===== src/rtl/spi_tx_lanes.sv =====
// spi_tx_lanes: serialises FIFO words onto 1/2/4 SPI data lanes,
// paced by the clock generator's shift strobe.
module spi_tx_lanes #(
    parameter int DATA_W = 32,
    parameter int LEN_W  = 16
) (
    input  logic              clk_i,
    input  logic              rstn_i,
    input  logic              en_i,
    input  logic              tx_edge_i,
    input  logic [1:0]        mode_i,
    input  logic              lsb_first_i,
    input  logic [LEN_W-1:0]  tx_len_i,
    input  logic              tx_len_update_i,
    input  logic [DATA_W-1:0] tx_data_i,
    input  logic              tx_data_vld_i,
    output logic              tx_data_rdy_o,
    output logic [3:0]        sdo_o,
    output logic [3:0]        sdo_oe_o,
    output logic              tx_done_o,
    output logic              underrun_o,
    output logic              busy_o
);
    localparam int WC_W = $clog2(DATA_W) + 1;

    typedef enum logic {S_IDLE, S_TRANSMIT} state_t;

    state_t            r_state;
    logic [LEN_W-1:0]  r_target;
    logic [LEN_W-1:0]  r_bit_cnt;
    logic [WC_W-1:0]   r_word_cnt;
    logic [DATA_W-1:0] r_sr;
    logic [1:0]        r_mode;
    logic              r_lsb;

    logic              w_busy;
    logic              w_active;
    logic              w_last;
    logic              w_bound;
    logic              w_start;
    logic [2:0]        w_step;
    logic [LEN_W:0]    w_bit_sum;
    logic [WC_W-1:0]   w_word_sum;

    always_comb begin
        unique case (r_mode)
            2'd1:    w_step = 3'd2;
            2'd2:    w_step = 3'd4;
            default: w_step = 3'd1;
        endcase
    end

    // An abort (en_i low) masks every edge-driven event.
    assign w_busy     = (r_state == S_TRANSMIT);
    assign w_active   = w_busy & en_i & tx_edge_i;
    assign w_bit_sum  = {1'b0, r_bit_cnt} + (LEN_W+1)'(w_step);
    assign w_word_sum = r_word_cnt + WC_W'(w_step);
    assign w_last     = w_active & (w_bit_sum >= {1'b0, r_target});
    assign w_bound    = w_active & ~w_last
                      & (w_word_sum == WC_W'(DATA_W));

    assign tx_data_rdy_o = w_busy ? w_bound : (r_target != '0);
    assign w_start    = ~w_busy & en_i & tx_data_vld_i & tx_data_rdy_o;
    assign tx_done_o  = w_last;
    assign underrun_o = w_bound & ~tx_data_vld_i;
    assign busy_o     = w_busy;

    always_comb begin
        sdo_o    = '0;
        sdo_oe_o = '0;
        if (w_busy) begin
            unique case (r_mode)
                2'd1: begin
                    sdo_oe_o   = 4'b0011;
                    sdo_o[1:0] = r_lsb ? r_sr[1:0]
                                       : r_sr[DATA_W-1 -: 2];
                end
                2'd2: begin
                    sdo_oe_o = 4'b1111;
                    sdo_o    = r_lsb ? r_sr[3:0]
                                     : r_sr[DATA_W-1 -: 4];
                end
                default: begin
                    sdo_oe_o = 4'b0001;
                    sdo_o[0] = r_lsb ? r_sr[0] : r_sr[DATA_W-1];
                end
            endcase
        end
    end

    always_ff @(posedge clk_i or negedge rstn_i) begin
        if (!rstn_i) begin
            r_state    <= S_IDLE;
            r_target   <= '0;
            r_bit_cnt  <= '0;
            r_word_cnt <= '0;
            r_sr       <= '0;
            r_mode     <= '0;
            r_lsb      <= 1'b0;
        end else begin
            unique case (r_state)
                S_IDLE: begin
                    if (tx_len_update_i)
                        r_target <= tx_len_i;
                    if (w_start) begin
                        r_state    <= S_TRANSMIT;
                        r_sr       <= tx_data_i;
                        r_bit_cnt  <= '0;
                        r_word_cnt <= '0;
                        r_mode     <= mode_i;
                        r_lsb      <= lsb_first_i;
                    end
                end
                S_TRANSMIT: begin
                    if (!en_i || w_last || underrun_o) begin
                        r_state <= S_IDLE;
                    end else if (w_bound) begin
                        r_sr       <= tx_data_i;
                        r_word_cnt <= '0;
                        r_bit_cnt  <= w_bit_sum[LEN_W-1:0];
                    end else if (tx_edge_i) begin
                        r_sr       <= r_lsb ? (r_sr >> w_step)
                                            : (r_sr << w_step);
                        r_word_cnt <= w_word_sum;
                        r_bit_cnt  <= w_bit_sum[LEN_W-1:0];
                    end
                end
            endcase
        end
    end
endmodule

===== config.mk =====
export PLATFORM = sky130hd
export DESIGN_NAME = spi_tx_lanes
export DESIGN_NICKNAME = d
export VERILOG_FILES = /design/src/rtl/spi_tx_lanes.sv
export SDC_FILE = /design/constraint.sdc
export NUM_CORES = 1
export LEC_CHECK = 0
export ABC_AREA = 1
export BUFFER_PORTS_ARGS = -buffer_cell sky130_fd_sc_hd__buf_4
export CAP_MARGIN = 20
export CORE_ASPECT_RATIO = 0.8
export CORE_MARGIN = 3
export CORE_UTILIZATION = 50
export CTS_BUF_LIST = sky130_fd_sc_hd__clkbuf_16
export DETAILED_ROUTE_END_ITERATION = 10
export MAX_ROUTING_LAYER = met4
export PLACE_DENSITY_LB_ADDON = 0.12
export SYNTH_ARGS = -nofsm -noshare
export SYNTH_HDL_FRONTEND = slang
export SYNTH_SLANG_ARGS = --single-unit

===== constraint.sdc =====
create_clock -name clk_i -period 5.2 [get_ports clk_i]
set_clock_uncertainty 0.05 [all_clocks]
set_input_delay 0.78 -clock clk_i [delete_from_list [all_inputs] [get_ports clk_i]]
set_output_delay 0.78 -clock clk_i [all_outputs]
set_load 0.02 [all_outputs]

==> summary.txt <==
Status
  – Result of the run: complete, no violations

Route
  – Wirelength, routed: 20700 um
  – Routed Antenna Nets: 0
  – Drt first-iter violations: 757
  – Wire length per cell after detailed routing: 15.6 um
  – Initial DRT Pass Iterations: 7
  – Via count normalized by instance count: 5.61
  – Detailed-route DRC error count: 0
  – Via count: 7419

STA
  – Summed negative setup slack over all endpoints: 0 ns
  – Setup repair after global routing missed its margin: no
  – Transition time at the pin with the least slew margin: 0.971 ns
  – Headroom to the max-slew limit: 0.353
  – Final count of hold timing violations: 0
  – Final setup viols: 0
  – Post-route minimum period: 4.73 ns
  – Worst hold margin: 0.459 ns
  – Max-slew violation total from the final report: 0
  – Final worst-path cycle share: 0.909
  – FMAX: 212 MHz

Layout
  – Number of inserted filler cells in the final layout: 1380
  – Most frequent cells in the layout: nand2_1 (436), nand3_1 (117), inv_1 (94)
  – Post-Route Utilization: 0.584
  – Area of combinational cells with multiple inputs: 0.00432 mm2
  – Sequential Area: 0.00185 mm2
  – Synthesis-to-finish area growth: 11.9%
  – Proportion of layout cells with a drive suffix above 1: 0.100
  – Leading cell type in the layout, fill and taps excluded: nand2_1
  – Number of diodes added for antenna fixing: 0
  – Number of nets in the layout: 1224
  – Area of all placed cells without fillers: 0.00768 mm2

Die
  – Initial cell density of the core: 0.522
  – Placeable core region: 0.0131 mm2
  – Floorplan die area: 0.0152 mm2
  – Die height: 111 um
  – Die Width: 137 um
  – Io pins: 69
  – Number of placement rows: 37

Worst setup path
  – Startpoint type of the worst setup path: flip-flop
  – Cell breakdown of the critical path: inv_1 > ha_1 > xor2_2 > nand3_1 > nand3_1 > nand2_1 > nor2_1 > nand2_1 > o21bai_1 > nand2_1 > inv_1 > ha_1 > nand2_1 > inv_1 > a21oi_1 > nand2_1 > nand2_1 > nand2_1 > nand2_1 > nand2_1 > nand2_1 > nand3_4 > o21ai_0 > buf_4
  – Delay of the slowest critical-path stage: 0.40 ns
  – Cell type with the highest occurrence count on the critical path: nand2_1
  – Worst Path Required: 4.37 ns
  – Category of the worst setup path capture point: output port
  – Number of cells on the worst reg-to-reg path: 28
  – Kind of critical path: flip-flop to output port
  – Max FO, Critical Path: 7
  – Data arrival at the endpoint of the critical path: 3.90 ns
  – Slowest cell on the critical path: dfrtp_1

Place
  – Placement-stage cell area: 0.00738 mm2
  – Final weighted congestion in routability-driven placement: 0.957
  – HPWL after DPL: 14300 um
  – Input/output buffers: 68

GRT
  – Via count of the first global-routing pass: 6613
  – Pin count of the biggest net entering global routing: 75
  – Global-route wire length before repair: 33900 um
  – All-layer global routing usage: 0.283
  – Antenna violations before repair: 0
  – Congestion Overflow GR: 0

Synthesis
  – #FFs+latches synth: 74
  – Fraction of post-synthesis cell area in the top cell type by area: 0.270
  – Mapped Cells: 1118
  – Top_reg_cell synth: dfrtp_1
  – Top post-synthesis cells by area: dfrtp_1 (27%), nand2_1 (24%), nand3_1 (8.5%)
  – Number of distinct library cells after synthesis: 44
  – Area of the mapped netlist: 0.00686 mm2
  – Post-synthesis area per instance: 6.14 um2
  – Share of synthesized registers carrying an async set or reset: 1.00
  – Sequential element share of the synthesized area: 0.270
  – Count of flip-flops with a built-in enable after synthesis: 0
  – Net count after synthesis: 1199
  – Cell type with the highest aggregate area in the netlist: dfrtp_1
  – Number of warning messages in the yosys log: 0

Clock network
  – Number of clock sinks seen by CTS: 74
  – Setup Buffers After CTS: 0
  – Root buffer cell: clkbuf_16
  – Post-cts resize count: 0
  – Clock latency at the later pin of the worst-skew pair: 0.35 ns
  – Hold_buf cts: 0
  – Clock transition at the registers of the reported paths: 0.06 ns
  – H-tree depth reported by CTS: 3
  – Clock Path Buffers: 2
  – Inserted Clock Buffers: 9
  – CTS tree: yes

Power
  – Leak pwr: 0.00423 uW
  – Total power divided by cell area: 396 mW/mm2
  – Maximum vdd drop: 0.000200 V

Hold path
  – WHS Path Cells: 2
  – Type of the tightest min-delay check: flip-flop to flip-flop

Run
  – Reported max-cap violation count: 0
[per-layer routing]
metal | vias up | routed length, um | GRT usage
met4 | 0 | 137 | 0.0452
li1 | 3688 | - | -
met1 | 3390 | 10300 | 0.446
met2 | 331 | 8190 | 0.374
met3 | 10 | 2050 | 0.0581
met5 | - | 0 | -
[registers in the layout, indices dropped and copies added (netlist names)]
name,cells
r_sr,32
r_bit_cnt,16
r_target,16
r_word_cnt,6
r_mode,2
busy_o,1
r_lsb,1
[layout make-up]
class / instances / share of cell area
multi-input combinational: 876 / 0.562
sequential: 74 / 0.241
timing repair buffer: 82 / 0.0801
inverter: 100 / 0.0489
clock buffer: 9 / 0.0293
tap: 175 / 0.0285
clock inverter: 7 / 0.0101
[power breakdown]
part	switching [uW]	internal, uW	total, uW
logic	1030	532	1570
clock network	286	375	661
registers	122	696	818
total	1440	1600	3050
[metrics by stage]
step,setup WS [ns],power [uW],cells
3_3_place_gp,0.699,2340,1307
2_1_floorplan,0.898,1950,1118
3_5_place_dp,0.600,2350,1307
6_report,0.474,3050,1323
4_1_cts,0.460,3020,1323
5_1_grt,0.0957,3300,1323
[synth_stat cells (4+ instances only)]
master and number:
nand2_1 436, nand3_1 117, inv_1 94, dfrtp_1 74
o21ai_0 65, a21oi_1 54, nor2_1 53, clkbuf_1 41
nand4_1 26, ha_1 24, mux2i_1 20, buf_4 13
o211ai_1 13, and2_1 12, buf_1 9, xor2_1 9
a21boi_0 4, nor3_1 4, nor4_1 4
[final timing paths]
kind / startpoint / endpoint / slack [ns]
worst max-delay path: r_mode[0]$_DFFE_PN0P_ / tx_data_rdy_o / 0.47
worst min-delay path: r_bit_cnt[6]$_DFFE_PN0P_ / r_bit_cnt[6]$_DFFE_PN0P_ / 0.46
worst max register to register: r_mode[0]$_DFFE_PN0P_ / r_sr[6]$_DFFE_PN0P_ / 0.54
worst min register to register: r_bit_cnt[6]$_DFFE_PN0P_ / r_bit_cnt[6]$_DFFE_PN0P_ / 0.46
max in group asynchronous: rstn_i / r_sr[10]$_DFFE_PN0P_ / 3.93
min in group asynchronous: rstn_i / r_word_cnt[5]$_DFFE_PN0P_ / 0.53
[worst max-delay path, delay by kind of cell, from the launching register on]
kind / cells / cell delay (ns)
DFF: 1 / 0.40
buffers and inverters: 4 / 0.42
and+or+nand+nor: 14 / 1.45
adders and majority gates: 2 / 0.61
AOI/OAI and AO/OA: 3 / 0.40
xor gates and xnor gates: 1 / 0.25
[logic make-up (layout without fill, tap and decap cells)]
family                     count (synthesis)  count (layout)  synth area share
xor gates and xnor gates                  12              12            0.0175
AOI/OAI and AO/OA                        155             155             0.127
adders and majority gates                 24              24            0.0437
buffers and inverters                    168             198             0.102
and+or+nand+nor                          664             664             0.410
DFF                                       74              74             0.270
muxes                                     21              21            0.0308
Power figures use the tool's default switching activity.
